`config.mk`:
```
export PLATFORM = sky130hd
export DESIGN_NAME = nmr_bstrm_mc
export DESIGN_NICKNAME = d
export VERILOG_FILES = /design/src/rtl/nmr_bstrm_pkg.sv /design/src/rtl/nmr_bstrm_loop_stack.sv /design/src/rtl/nmr_bstrm_mc.sv
export SDC_FILE = /design/constraint.sdc
export NUM_CORES = 1
export LEC_CHECK = 0
export BUFFER_PORTS_ARGS = -buffer_cell sky130_fd_sc_hd__buf_2
export CAP_MARGIN = 20
export CORE_ASPECT_RATIO = 1.75
export CORE_MARGIN = 4
export CORE_UTILIZATION = 51
export CTS_CLUSTER_DIAMETER = 40
export CTS_CLUSTER_SIZE = 10
export DETAILED_ROUTE_END_ITERATION = 8
export GPL_TIMING_DRIVEN = 0
export PLACE_DENSITY = 0.82
export SLEW_MARGIN = 20
export SYNTH_ARGS = -nofsm -noshare
export SYNTH_HDL_FRONTEND = slang
export SYNTH_HIERARCHICAL = 1
export SYNTH_SLANG_ARGS = --single-unit
```
`constraint.sdc`:
```
create_clock -name CLK -period 5.15 [get_ports CLK]
set_input_delay 0.2575 -clock CLK [delete_from_list [all_inputs] [get_ports CLK]]
set_output_delay 0.2575 -clock CLK [all_outputs]
set_load 0.05 [all_outputs]
```
`src/rtl/nmr_bstrm_pkg.sv`:
```
// nmr_bstrm_pkg: command word layout, flag bits and sequencer states
// shared by the multi-channel NMR bitstream sequencer.
package nmr_bstrm_pkg;

    localparam int MASK_LSB = 8;
    localparam int LOOP_LSB = 16;
    localparam int IDLY_LSB = 32;
    localparam int PLS_LSB  = 64;
    localparam int EDLY_LSB = 96;

    localparam int F_LOOP_END   = 0;
    localparam int F_LOOP_START = 1;
    localparam int F_END        = 2;

    typedef enum logic [3:0] {
        S_IDLE,
        S_FETCH,
        S_WAIT,
        S_IDLY,
        S_PLS,
        S_EDLY,
        S_EVAL,
        S_DONE,
        S_ERR
    } state_t;

endpackage

```
`src/rtl/nmr_bstrm_loop_stack.sv`:
```
// nmr_bstrm_loop_stack: LIFO of {loop head address, remaining count}
// with push, pop and decrement-top; one operation per cycle.
module nmr_bstrm_loop_stack #(
    parameter int DEPTH = 4,
    parameter int AW    = 8,
    parameter int CW    = 16
) (
    input  logic          clk,
    input  logic          rst,
    input  logic          clr,
    input  logic          push,
    input  logic          pop,
    input  logic          dec,
    input  logic [AW-1:0] push_addr,
    input  logic [CW-1:0] push_cnt,
    output logic [AW-1:0] top_addr,
    output logic [CW-1:0] top_cnt,
    output logic          full,
    output logic          empty
);

    localparam int IW = (DEPTH > 1) ? $clog2(DEPTH) : 1;
    localparam int SW = $clog2(DEPTH + 1);

    logic [AW-1:0] addr_mem [DEPTH];
    logic [CW-1:0] cnt_mem  [DEPTH];
    logic [SW-1:0] sp;
    logic [IW-1:0] top_idx;
    logic [IW-1:0] push_idx;
    logic          do_push;
    logic          do_pop;
    logic          do_dec;

    assign top_idx  = IW'(sp - 1'b1);
    assign push_idx = IW'(sp);
    assign empty    = (sp == '0);
    assign full     = (sp == SW'(DEPTH));
    assign top_addr = addr_mem[top_idx];
    assign top_cnt  = cnt_mem[top_idx];

    assign do_push = push && !full && !clr;
    assign do_pop  = pop && !empty && !clr && !push;
    assign do_dec  = dec && !empty && !clr && !push && !pop;

    always_ff @(posedge clk) begin
        if (rst || clr) begin
            sp <= '0;
        end else if (do_push) begin
            sp <= sp + 1'b1;
        end else if (do_pop) begin
            sp <= sp - 1'b1;
        end
    end

    // Entry storage needs no reset: only entries below sp are ever read.
    always_ff @(posedge clk) begin
        if (!rst && do_push) begin
            addr_mem[push_idx] <= push_addr;
            cnt_mem[push_idx]  <= push_cnt;
        end else if (!rst && do_dec) begin
            cnt_mem[top_idx] <= top_cnt - 1'b1;
        end
    end

endmodule

```
`src/rtl/nmr_bstrm_mc.sv`:
```
// nmr_bstrm_mc: fetches 128-bit commands from SRAM and plays them as
// delay / pulse / delay phases on a channel mask, with nested loops.
module nmr_bstrm_mc
    import nmr_bstrm_pkg::*;
#(
    parameter int NCH               = 4,
    parameter int LOOP_DEPTH        = 4,
    parameter int IDLY_WIDTH        = 32,
    parameter int PLS_WIDTH         = 32,
    parameter int EDLY_WIDTH        = 32,
    parameter int LOOP_WIDTH        = 16,
    parameter int SRAM_ADDR_WIDTH   = 8,
    parameter int SRAM_DAT_WIDTH    = 128,
    parameter int SRAM_BYTEEN_WIDTH = 16,
    parameter int RD_LAT            = 1
) (
    input  logic                         CLK,
    input  logic                         RST,
    input  logic                         START,
    input  logic                         ABORT,
    input  logic [SRAM_ADDR_WIDTH-1:0]   START_ADDR,
    output logic                         DONE,
    output logic                         BUSY,
    output logic                         ERR,
    output logic [SRAM_ADDR_WIDTH-1:0]   SRAM_ADDR,
    output logic                         SRAM_CS,
    output logic                         SRAM_CLKEN,
    output logic                         SRAM_WR,
    input  logic [SRAM_DAT_WIDTH-1:0]    SRAM_RD_DAT,
    output logic [SRAM_DAT_WIDTH-1:0]    SRAM_WR_DAT,
    output logic [SRAM_BYTEEN_WIDTH-1:0] SRAM_BYTEEN,
    output logic [NCH-1:0]               OUT
);

    localparam int CW0 = (IDLY_WIDTH > PLS_WIDTH) ? IDLY_WIDTH : PLS_WIDTH;
    localparam int CW  = (CW0 > EDLY_WIDTH) ? CW0 : EDLY_WIDTH;
    localparam int AW  = SRAM_ADDR_WIDTH;
    localparam int LW  = LOOP_WIDTH;

    state_t                    state_q, state_d, ph;
    logic [CW-1:0]             cnt_q, cnt_d;
    logic [AW-1:0]             addr_q, addr_d;
    logic [SRAM_DAT_WIDTH-1:0] word_q, src_w;
    logic                      word_ld;
    logic [NCH-1:0]            out_q, out_d;
    logic                      err_q, err_d;
    logic                      reent_q, reent_d;
    logic                      st_clr, st_push, st_pop, st_dec;
    logic                      st_full, st_empty;
    logic [LW-1:0]             push_cnt, loop_v, lc, top_cnt;
    logic [AW-1:0]             top_addr;
    logic [CW-1:0]             idly, pls, edly;
    logic                      f_ls, f_le, f_end;
    logic                      use_i, use_p, use_e;
    logic                      unused;

    function automatic state_t pick(
        input logic [CW-1:0] i,
        input logic [CW-1:0] p,
        input logic [CW-1:0] e,
        input logic          ui,
        input logic          up,
        input logic          ue
    );
        pick = S_EVAL;
        if (ue && e != '0) pick = S_EDLY;
        if (up && p != '0) pick = S_PLS;
        if (ui && i != '0) pick = S_IDLY;
    endfunction

    function automatic logic [CW-1:0] len_m1(
        input state_t        s,
        input logic [CW-1:0] i,
        input logic [CW-1:0] p,
        input logic [CW-1:0] e
    );
        unique case (s)
            S_IDLY:  len_m1 = i - 1'b1;
            S_PLS:   len_m1 = p - 1'b1;
            S_EDLY:  len_m1 = e - 1'b1;
            default: len_m1 = '0;
        endcase
    endfunction

    // The word is still on the SRAM bus during the last WAIT cycle.
    assign src_w = (state_q == S_WAIT) ? SRAM_RD_DAT : word_q;
    assign idly  = CW'(src_w[IDLY_LSB +: IDLY_WIDTH]);
    assign pls   = CW'(src_w[PLS_LSB +: PLS_WIDTH]);
    assign edly  = CW'(src_w[EDLY_LSB +: EDLY_WIDTH]);

    assign loop_v = word_q[LOOP_LSB +: LW];
    assign lc     = (loop_v == '0) ? LW'(1) : loop_v;
    assign f_ls   = word_q[F_LOOP_START] && !reent_q;
    assign f_le   = word_q[F_LOOP_END];
    assign f_end  = word_q[F_END];

    assign use_i = (state_q == S_WAIT);
    assign use_p = use_i || (state_q == S_IDLY);
    assign use_e = use_p || (state_q == S_PLS);
    assign ph    = pick(idly, pls, edly, use_i, use_p, use_e);

    always_comb begin
        state_d  = state_q;
        cnt_d    = cnt_q;
        addr_d   = addr_q;
        word_ld  = 1'b0;
        err_d    = err_q;
        reent_d  = reent_q;
        st_clr   = 1'b0;
        st_push  = 1'b0;
        st_pop   = 1'b0;
        st_dec   = 1'b0;
        push_cnt = lc;
        unique case (state_q)
            S_IDLE: begin
                if (START) begin
                    state_d = S_FETCH;
                    addr_d  = START_ADDR;
                    err_d   = 1'b0;
                    reent_d = 1'b0;
                    st_clr  = 1'b1;
                end
            end
            S_FETCH: begin
                state_d = S_WAIT;
                cnt_d   = CW'(RD_LAT - 1);
            end
            S_WAIT, S_IDLY, S_PLS, S_EDLY: begin
                if (cnt_q == '0) begin
                    word_ld = (state_q == S_WAIT);
                    state_d = ph;
                    cnt_d   = len_m1(ph, idly, pls, edly);
                end else begin
                    cnt_d = cnt_q - 1'b1;
                end
            end
            S_EVAL: begin
                state_d = S_FETCH;
                addr_d  = addr_q + 1'b1;
                reent_d = 1'b0;
                if (f_ls && st_full) begin
                    state_d = S_ERR;
                    err_d   = 1'b1;
                    st_clr  = 1'b1;
                end else if (f_end) begin
                    state_d = S_DONE;
                    st_clr  = 1'b1;
                end else if (f_ls && f_le) begin
                    // Single-word loop: push already counts this pass.
                    if (lc > LW'(1)) begin
                        st_push  = 1'b1;
                        push_cnt = lc - 1'b1;
                        addr_d   = addr_q;
                        reent_d  = 1'b1;
                    end
                end else if (f_ls) begin
                    st_push = 1'b1;
                end else if (f_le) begin
                    if (st_empty) begin
                        state_d = S_ERR;
                        err_d   = 1'b1;
                    end else if (top_cnt > LW'(1)) begin
                        st_dec  = 1'b1;
                        addr_d  = top_addr;
                        reent_d = 1'b1;
                    end else begin
                        st_pop = 1'b1;
                    end
                end
            end
            S_DONE, S_ERR: state_d = S_IDLE;
            default:       state_d = S_IDLE;
        endcase
        if (ABORT) begin
            state_d = S_IDLE;
            addr_d  = addr_q;
            err_d   = err_q;
            reent_d = 1'b0;
            word_ld = 1'b0;
            st_clr  = 1'b1;
            st_push = 1'b0;
            st_pop  = 1'b0;
            st_dec  = 1'b0;
        end
        out_d = (state_d == S_PLS) ? src_w[MASK_LSB +: NCH] : '0;
    end

    always_ff @(posedge CLK) begin
        if (RST) begin
            state_q <= S_IDLE;
            cnt_q   <= '0;
            addr_q  <= '0;
            word_q  <= '0;
            out_q   <= '0;
            err_q   <= 1'b0;
            reent_q <= 1'b0;
        end else begin
            state_q <= state_d;
            cnt_q   <= cnt_d;
            addr_q  <= addr_d;
            out_q   <= out_d;
            err_q   <= err_d;
            reent_q <= reent_d;
            if (word_ld) word_q <= SRAM_RD_DAT;
        end
    end

    nmr_bstrm_loop_stack #(
        .DEPTH (LOOP_DEPTH),
        .AW    (AW),
        .CW    (LW)
    ) u_stack (
        .clk       (CLK),
        .rst       (RST),
        .clr       (st_clr),
        .push      (st_push),
        .pop       (st_pop),
        .dec       (st_dec),
        .push_addr (addr_q),
        .push_cnt  (push_cnt),
        .top_addr  (top_addr),
        .top_cnt   (top_cnt),
        .full      (st_full),
        .empty     (st_empty)
    );

    assign unused = ^word_q;

    assign OUT         = out_q;
    assign DONE        = (state_q == S_DONE);
    assign BUSY        = (state_q != S_IDLE);
    assign ERR         = err_q;
    assign SRAM_ADDR   = addr_q;
    assign SRAM_CS     = (state_q == S_FETCH);
    assign SRAM_CLKEN  = (state_q == S_FETCH);
    assign SRAM_WR     = 1'b0;
    assign SRAM_WR_DAT = '0;
    assign SRAM_BYTEEN = '1;

endmodule

```
Word level (Yosys, flattened, before mapping)
Memory sizes are Yosys's and may differ from the RTL's.
Index checks and enable logic that the tools add are counted.
Operators by class
  add/sub/neg operators: 9
  order comparisons: 2
  equality and inequality tests: 19
  muxes and demuxes: 88
  bitwise logic cells: 2
  reduce and logical (&&, ||, !) cells: 45
Operators with widths (number)
  $mux 128: 1
  $sub 32x1->32 const B: 4
  $mux 16: 7
  $pmux 32 s3: 1
  $reduce_bool 32->1: 3
  $mux 8: 9
  $pmux 32 s2: 1
  $mux 1: 48
  $mux 4: 11
  $gt 16x1->1 const B: 2
  $logic_not 32->1: 1
  $mux 32: 1
  $sub 16x1->16 const B: 2
  $eq 4x3->1 const B: 7
  $logic_and 1x1->1: 17
  $logic_not 16->1: 1
  $pmux 4 s4: 1
  $pmux 8 s2: 1
  $reduce_or 16->1: 1
  $eq 4x2->1 const B: 3
  $ne 3x3->1 const B: 4
  $add 8x1->8 const B: 1
  $reduce_and 8->1: 1
  $logic_not 1->1: 7
  other kinds (20): 30
Word-level totals
  register bits after elaboration: 181
  bits in writable memories: 96
  output and inout bits: 162
  logic and storage cells: 175
  memories kept: 2
Memory list
  u_stack.cnt_mem: words 4, bits a word 16, read ports 1, clocked after Yosys merged registers in 0, wr ports 1, line nmr_bstrm_loop_stack.sv:26  | logic [CW-1:0] cnt_mem [DEPTH];
  u_stack.addr_mem: words 4, bits a word 8, read ports 1, clocked after Yosys merged registers in 0, wr ports 1, line nmr_bstrm_loop_stack.sv:25  | logic [AW-1:0] addr_mem [DEPTH];

Longest topological paths before layout
Gate-level depths: netlist of the first run.
An unclocked memory read counts as a cell.
  word-level depth: 22
  gate-level depth with buffers: 17

Hierarchy
The synthesis of the first run kept the hierarchy.
By module, submodules not included
  nmr_bstrm_mc: times used 1, cells each 1623, area an instance 11412.2 µm², sequential area each 3383.2 µm²
  nmr_bstrm_loop_stack: times used 1, cells each 245, area an instance 4312.9 µm², sequential area each 2942.8 µm²

Worst setup path after synthesis of the first run
No wires, ideal clock.
  path type: reg-to-reg
  start: register u_stack.sp[0]
  end: memory u_stack.cnt_mem[3][0], enable pin
  setup time: 0.414 ns
  arrival time: 4.906 ns
  data required time: 4.736 ns
  setup slack: -0.170 ns
  cell stages (with the launch flop): 16
  path buffers: 5
  cell sequence: dfxtp_1 > buf_6 > buf_12 > buf_4 > inv_1 > ha_1 > clkbuf_1 > mux4_1 > nor3_1 > nand4_1 > nand2_1 > clkbuf_1 > nor3_1 > or4b_2 > or3_1 > o31ai_1
Between the ends
  cells in the longest elaborated chain, start to end: 22
  elaborated cells on any way between the ends: 51
  those cells by class: add/sub: 1; order compare: 1; eq/ne: 1; mux: 31; reduce/logical: 16; memory: 1
RTL lines
  start, declared: line nmr_bstrm_loop_stack.sv:27  | logic [SW-1:0] sp;
  start signal, assigned: line nmr_bstrm_loop_stack.sv:49  | sp <= sp + 1'b1;
  start signal, assigned: line nmr_bstrm_loop_stack.sv:51  | sp <= sp - 1'b1;
  $sub 3x1->3 (*)
  $mem_v2 4x16 (*)
  net top_cnt[3]: line nmr_bstrm_mc.sv:50  | logic [LW-1:0] push_cnt, loop_v, lc, top_cnt;
  $gt 16x1->1 (*): line nmr_bstrm_mc.sv:162  | end else if (top_cnt > LW'(1)) begin
  $mux 1 (*): line nmr_bstrm_mc.sv:162
  $mux 1 (*): line nmr_bstrm_mc.sv:159  | if (st_empty) begin
  $mux 1 (*): line nmr_bstrm_mc.sv:158  | end else if (f_le) begin
  $mux 1 (*): line nmr_bstrm_mc.sv:156  | end else if (f_ls) begin
  [5 not listed]
  net st_dec: line nmr_bstrm_mc.sv:48  | logic st_clr, st_push, st_pop, st_dec;
  $logic_and 1x1->1 (*) (4 in a row): line nmr_bstrm_loop_stack.sv:43  | assign do_dec = dec && !empty && !clr && !push && !pop;
  $logic_and 1x1->1 (*): line nmr_bstrm_loop_stack.sv:60  | end else if (!rst && do_dec) begin
  $mux 1 (*): line nmr_bstrm_loop_stack.sv:60
  $mux 1 (*): line nmr_bstrm_loop_stack.sv:57  | if (!rst && do_push) begin
  $mux 1 (not written as such) (*): line nmr_bstrm_loop_stack.sv:61  | cnt_mem[top_idx] <= top_cnt - 1'b1;
  $reduce_or 16->1 (no line)
  $mux 2 (no line) / $mux 1 (equally long branches)
  end, declared: line nmr_bstrm_loop_stack.sv:26
The timed path passes the listed nets; every way through them passes the cells marked *.

Final worst setup path of the first run
  start: register state_q[3]
  end: register cnt_q[26]
Between the ends
  cells in the longest elaborated chain, start to end: 11
  elaborated cells on any way between the ends: 28
  those cells by class: add/sub: 3; eq/ne: 8; mux: 7; reduce/logical: 10
RTL lines
  start, declared: line nmr_bstrm_mc.sv:40  | state_t state_q, state_d, ph;
  start signal, assigned: line nmr_bstrm_mc.sv:198  | state_q <= state_d;
  $eq 4x2->1, on equally long branches
  $mux 128 / $logic_or 1x1->1 (equally long branches): line nmr_bstrm_mc.sv:86, nmr_bstrm_mc.sv:98
  $reduce_bool 32->1 / $logic_or 1x1->1 (equally long branches): line nmr_bstrm_mc.sv:66, nmr_bstrm_mc.sv:99
  $logic_and 1x1->1: line nmr_bstrm_mc.sv:66  | if (ue && e != '0) pick = S_EDLY;
  $mux 2: line nmr_bstrm_mc.sv:66
  $mux 4: line nmr_bstrm_mc.sv:67  | if (up && p != '0) pick = S_PLS;
  $mux 4: line nmr_bstrm_mc.sv:68  | if (ui && i != '0) pick = S_IDLY;
  $eq 4x3->1 / $eq 4x2->1 (equally long branches): line nmr_bstrm_mc.sv:77  | unique case (s)
  $pmux 32 s3: line nmr_bstrm_mc.sv:77
  $mux 32: line nmr_bstrm_mc.sv:129  | if (cnt_q == '0) begin
  $pmux 32 s2: line nmr_bstrm_mc.sv:114  | unique case (state_q)
  end signal, assigned: line nmr_bstrm_mc.sv:199  | cnt_q <= cnt_d;
  end, declared: line nmr_bstrm_mc.sv:41  | logic [CW-1:0] cnt_q, cnt_d;
Several ways; a longest one is shown, not always the timed one.
A chain may end at the register's enable or synchronous reset.

==> results.sh, run 1 <==
export IMPL_crit_family="simple AND/OR/NAND/NOR gates"
export IMPL_multi_input_area_mm2=0.008421
export IMPL_die_height_um=240.3
export IMPL_min_path_cells=3
export IMPL_worst_setup_path_end_kind="flop"
export IMPL_hold_viol=2
export IMPL_yosysMostFrequentCell="nand2_1"
export IMPL_vdd_ir_drop_max_mv=0.4692
export IMPL_avgSynthCellArea_um2=8.418
export IMPL_yosysUniqueCellTypes=85
export IMPL_via_count=16350
export IMPL_numCtsBuffers=36
export IMPL_whs_ns=-0.001638
export IMPL_clock_fmax_mhz=197.5
export IMPL_required_ns=5.54
export IMPL_drc_errors=0
export IMPL_insertion_delay_ns=0.55
export IMPL_dieArea_mm2=0.03382
export IMPL_core_mm2=0.03027
export IMPL_cts_root_buf="clkbuf_16"
export IMPL_worst_path_stages=16
export IMPL_cpMostUsedCell="clkbuf_1"
export IMPL_grt_max_degree=29
export IMPL_grt_pass1_vias=16190
export IMPL_synth_cells=1868
export IMPL_netlist_area_mm2=0.01573
export IMPL_worst_clock_skew_ns=0.02537
export IMPL_critPathKind="flop to flop"
export IMPL_p_comb_share_pct=47.4
export IMPL_hold_class="input port to flop"
export IMPL_ioPinCount=302
export IMPL_synth_main_ff_cell="dfxtp_1"
export IMPL_crit_slowest_cell="or4b_4"
export IMPL_ys_async_sr_fraction_pct=0
export IMPL_crit_arrival_ns=5.46
export IMPL_slew_viol_final=0
export IMPL_crit_fanout=10
export IMPL_yosys_warnings=6
export IMPL_clkTransAtPathRegs_ns=0.06
export IMPL_grt_overflow=0
export IMPL_synth_area_leaders="dfxtp_1 (22%), edfxtp_1 (18%), nand2_1 (9.3%), buf_4 (7.1%), a21oi_1 (6.6%)"
export IMPL_syn_to_final_growth_pct=24.59
export IMPL_worst_path_buf_inv=3
export IMPL_p_sw_mw=3.980
export IMPL_wl_per_cell_um=23.14
export IMPL_slew_headroom_pct=30.17
export IMPL_total_power_mw=8.998
export IMPL_swShare_pct=44.23
export IMPL_grt_usage_pct=35.97
export IMPL_cellPowerDensity_mw_per_mm2=459.2
export IMPL_p_seq_share_pct=26.8
export IMPL_fin_crit_sh_pct=98.32
export IMPL_slowest_delay_ns=0.63
export IMPL_die_w_um=140.7
export IMPL_nets=2444
export IMPL_finalSetupViolations=0
export IMPL_synth_top_area_cell="dfxtp_1"
export IMPL_yosysTopAreaCellShare_pct=21.90
export IMPL_outcome="finished with violations"
export IMPL_cts_sinks=268
export IMPL_num_rows=84
export IMPL_rsz0062_at_grt="false"
export IMPL_ant_nets=0
export IMPL_grt_pass1_wl_mm=92.67
export IMPL_port_buffers=147
export IMPL_first_pass_iters=8
export IMPL_start_kind="flop"
export IMPL_seq_area_frac_synth_pct=40.23
export IMPL_hpwlAfterDp_mm=46.23
export IMPL_synth_seq_cells=268
export IMPL_yosys_top_cells_count="nand2_1 (391), a21oi_1 (206), dfxtp_1 (172)"
export IMPL_antenna_found_initial=3
export IMPL_intPower_mw=5.018
export IMPL_worst_slew_pin_slew_ns=1.038
export IMPL_via_per_inst=6.045
export IMPL_worstPathCellList="or4b_4 -> or4_1 -> or3_1 -> and2_1 -> buf_6 -> clkbuf_1 -> clkbuf_1 -> a31oi_1 -> o22ai_2 -> ha_1 -> o211a_2 -> nor2b_2 -> nand2_2 -> nor2_1 -> xnor2_1 -> a21oi_1"
export IMPL_synth_edff_count=96
export IMPL_routed_wl_mm=62.58
export IMPL_violations="hold timing"
export IMPL_drt_iter0_drc=1430
export IMPL_min_period_ns=5.064
export IMPL_regArea_mm2=0.006326
export IMPL_drv_cap=0
export IMPL_drive_gt1_share_pct=19.26
export IMPL_cts_tree="yes"
export IMPL_reg2reg_depth=16
export IMPL_nFillCells=2489
export IMPL_cts_max_level=2
export IMPL_clockBufferDepth=3
export IMPL_p_leak_nw=7.625
export IMPL_gp_congestion=1.115
export IMPL_pwr_share_clk_pct=25.8
export IMPL_initial_utilization_pct=51.95
[per-stage QoR]
stage	utilization [%]	instance area [um^2]	TNS [ns]	setup slack [ns]	std cells
global placement	57.77	17490	-331.71	-1.743	2545
CTS	64.54	19540	0	0.02049	2700
finish	64.73	19590	0	0.08632	2704
floorplan	-	16270	0	0.2372	2011
detailed placement	58.14	17600	-204.41	-1.339	2555
global route	64.72	19590	0	0.01078	2703
[logic make-up after synthesis]
family	Yosys count	synth area share, %
buffers and inverters	262	10.07
other	2	0.04776
AOI/OAI and AO/OA	422	16.26
xor gates and xnor gates	56	3.119
and+or+nand+nor	778	22.98
DFF	268	40.23
adders and majority gates	12	0.9548
muxes	68	6.334
[cell usage in the layout (no fill, tap or decap), types with 25 or more instances in the layout]
cell type,count
a21oi_1,205
buf_2,158
buf_4,159
clkbuf_1,83
clkbuf_16,36
conb_1,145
dfxtp_1,172
dlygate4sd3_1,78
edfxtp_1,96
mux2i_1,44
nand2_1,390
nand3_1,26
nor2_1,145
nor3_1,47
nor4_1,63
o21ai_0,46
o22ai_1,32
xnor2_1,31
xor2_1,25
[final cells by class]
type                            instances  area share (%)
Inverter                               18          0.3449
Multi-Input combinational cell       1481           42.98
Sequential cell                       268           32.29
Timing Repair Buffer                  246           8.525
Buffer                                241           7.829
Clock buffer                           52           5.058
Tap cell                              387           2.471
Clock inverter                         10          0.4917
Antenna cell                            1         0.01277
[final timing paths]
kind | startpoint | to | slack (ns)
hold reg to reg | cnt_q[16] | cnt_q[16] | 0.45
setup / recovery | state_q[3] | cnt_q[26] | 0.09
setup reg to reg | state_q[3] | cnt_q[26] | 0.09
hold / removal | SRAM_RD_DAT[124] | word_q[124] | -0.002
[worst min-delay path, delay by kind of cell]
family                 cells  cell delay [ns]
and+or+nand+nor            1             0.06
AOI/OAI and AO/OA          1             0.05
buffers and inverters      1             0.13
[repair_timing]
| item | CTS | global route |
|---|---|---|
| hold endpoints to repair | 79 | 3 |
| hold buffers | 75 | 3 |
| setup buffers | 10 | 1 |
| setup endpoints to repair | 249 | 178 |
| pin swaps | 3 | 1 |
| resized for setup | 19 | 16 |
[registers in the layout (all words and copies together), names as in the netlist]
| register | cells |
|---|---|
| u_stack/cnt_mem | 64 |
| u_stack/addr_mem | 32 |
| word_q | 119 |
| reent_q | 1 |
| state_q | 4 |
| OUT | 4 |
| u_stack/sp | 3 |
| SRAM_ADDR | 8 |
| cnt_q | 32 |
| ERR | 1 |
[power by group through the flow]
stage	registers [mW]	clock network (mW)	logic (mW)
CTS	2.40	2.33	4.10
finish	2.41	2.32	4.27
floorplan	2.43	0	2.93
global route	2.42	2.43	4.58
detailed placement	2.44	0	4.04
global placement	2.44	0	3.99
[per-layer routing]
metal,wire length [um],part of all wire [%],up-vias,track usage [%]
li1,-,-,7285,-
met3,5324,8.5,390,7.881
met2,31020,50,1082,64.04
met5,13,0.021,-,0
met1,19070,30,7586,33.55
met4,7155,11,2,33.50
(Power assumes the default switching activity.)
==> run 2, diff against run 1 <==
BUFFER_PORTS_ARGS = -buffer_cell sky130_fd_sc_hd__clkbuf_2   (was -buffer_cell sky130_fd_sc_hd__buf_2)
CORE_UTILIZATION = 52   (was 51)
CTS_BUF_LIST = sky130_fd_sc_hd__clkbuf_4   (was not set)
PLACE_DENSITY = 0.84   (was 0.82)
SKIP_CTS_REPAIR_TIMING = 1   (was not set)
==> results.sh, run 2 (same netlist as run 1, synthesis figures left out) <==
export IMPL_vdd_ir_drop_max_mv=0.3468
export IMPL_clockBufferDepth=3
export IMPL_cts_max_level=2
export IMPL_gp_congestion=1.034
export IMPL_reg2reg_depth=13
export IMPL_grt_overflow=0
export IMPL_final_cell_mix="nand2_1 (390), a21oi_1 (205), buf_4 (176), dfxtp_1 (171), clkbuf_2 (159)"
export IMPL_whs_ns=-0.03353
export IMPL_drive_gt1_share_pct=19.97
export IMPL_port_buffers=147
export IMPL_wl_per_cell_um=23.90
export IMPL_final_common_cell="nand2_1"
export IMPL_grt_usage_pct=36.10
export IMPL_hold_class="input port to flop"
export IMPL_core_mm2=0.02995
export IMPL_start_kind="flop"
export IMPL_slew_viol_final=0
export IMPL_worst_clock_skew_ns=0.05499
export IMPL_ant_nets=0
export IMPL_initial_utilization_pct=52.50
export IMPL_fin_ws_ns=0.04233
export IMPL_syn_to_final_growth_pct=24.24
export IMPL_r2r_setup_slack_ns=0.04
export IMPL_fin_crit_sh_pct=99.18
export IMPL_top_register="word_q"
export IMPL_crit_end="word_q[93]"
export IMPL_antenna_found_initial=1
export IMPL_cellPowerDensity_mw_per_mm2=408.7
export IMPL_ioPinCount=302
export IMPL_largest_reg_flops=119
export IMPL_drv_cap=0
export IMPL_grt_pass1_wl_mm=90.92
export IMPL_first_pass_iters=9
export IMPL_finalSetupViolations=0
export IMPL_rsz0062_at_grt="true"
export IMPL_die_w_um=139.5
export IMPL_numCtsBuffers=34
export IMPL_crit_fanout=10
export IMPL_hold_viol=1
export IMPL_cts_tree="yes"
export IMPL_drc_errors=0
export IMPL_violations="hold timing"
export IMPL_cts_sinks=268
export IMPL_multi_input_area_mm2=0.008442
export IMPL_min_period_ns=5.108
export IMPL_clock_fmax_mhz=195.8
export IMPL_critPathKind="flop to flop"
export IMPL_crit_start="state_q[3]"
export IMPL_insertion_delay_ns=0.71
export IMPL_dp_slack_ns=-1.384
export IMPL_via_per_inst=6.068
export IMPL_hpwlAfterDp_mm=49.50
export IMPL_outcome="finished with violations"
export IMPL_die_height_um=238.0
export IMPL_largestRegisters="word_q: 119 flops, u_stack/cnt_mem: 64 flops"
export IMPL_grt_max_degree=13
export IMPL_nFillCells=2441
export IMPL_crit_arrival_ns=5.67
export IMPL_total_power_mw=7.985
export IMPL_regArea_mm2=0.006327
export IMPL_r2r_start="state_q[3]"
export IMPL_dieArea_mm2=0.03320
export IMPL_routed_wl_mm=65.98
export IMPL_fin_util_pct=65.23
export IMPL_clkTransAtPathRegs_ns=0.11
export IMPL_cts_root_buf="clkbuf_4"
export IMPL_num_rows=84
export IMPL_worst_setup_path_end_kind="flop"
export IMPL_drt_iter0_drc=1319
export IMPL_slew_headroom_pct=28.29
export IMPL_p_leak_nw=7.656
export IMPL_nets=2508
export IMPL_grt_pass1_vias=15580
export IMPL_required_ns=5.71
export IMPL_r2r_end="word_q[93]"
export IMPL_worst_slew_pin_slew_ns=1.076
export IMPL_setup_tns_ns=0
export IMPL_via_count=16750
## run 2: final cells by class
cell class	instances	share of cell area (%)
sequential	268	32.39
buffer	244	7.960
inverter	18	0.3458
clock buffer	47	1.806
tap	387	2.478
multi-input combinational	1481	43.21
clock inverter	6	0.1665
timing repair buffer	309	11.64
antenna	1	0.01281
## run 2: worst min path at each step
stage / depth (start not counted) / to / from / slack, ns
floorplan: 1 / u_stack/sp[1] / RST / 0.33
global placement: 2 / word_q[9] / word_q[9] / 0.44
detailed placement: 2 / cnt_q[16] / cnt_q[16] / 0.45
CTS: 3 / word_q[81] / SRAM_RD_DAT[81] / -0.23
global route: 3 / ERR / ABORT / 0.007
finish: 3 / ERR / ABORT / -0.03
## run 2: worst max-delay path: stages, from the launching register on
cell and delay, ns:
dfxtp_1 0.40, nor4b_4 0.55, buf_6 0.23, clkbuf_2 0.37, buf_2 0.40, buf_2 0.39
clkbuf_2 0.46, clkbuf_2 0.45, clkbuf_2 0.44, nand3_1 0.24, clkbuf_2 0.37, clkbuf_2 0.38
nand2_1 0.16, a21oi_1 0.08
## run 2: routing by layer
layer / share of wire, % / global-route usage, %
met5: 0 / 0
met4: 13 / 35.07
met3: 7.9 / 6.657
met2: 50 / 65.92
met1: 30 / 32.45
## run 2: through the flow
stage / cells / instance area (um^2) / hold slack, ns
after floorplan: 2011 / 16270 / 0.3303
after global placement: 2545 / 17490 / 0.4388
after detailed placement: 2555 / 17600 / 0.4512
after CTS: 2608 / 17980 / -0.2259
after global routing: 2761 / 19540 / 0.007388
final: 2761 / 19540 / -0.03353
## run 2: report_power, final
group	internal [mW]	switching, mW	leakage [nW]	total [mW]
Combinational	1.40	3.01	5.12	4.41
Clock	0.424	0.743	0.234	1.17
Sequential	2.29	0.115	2.30	2.41
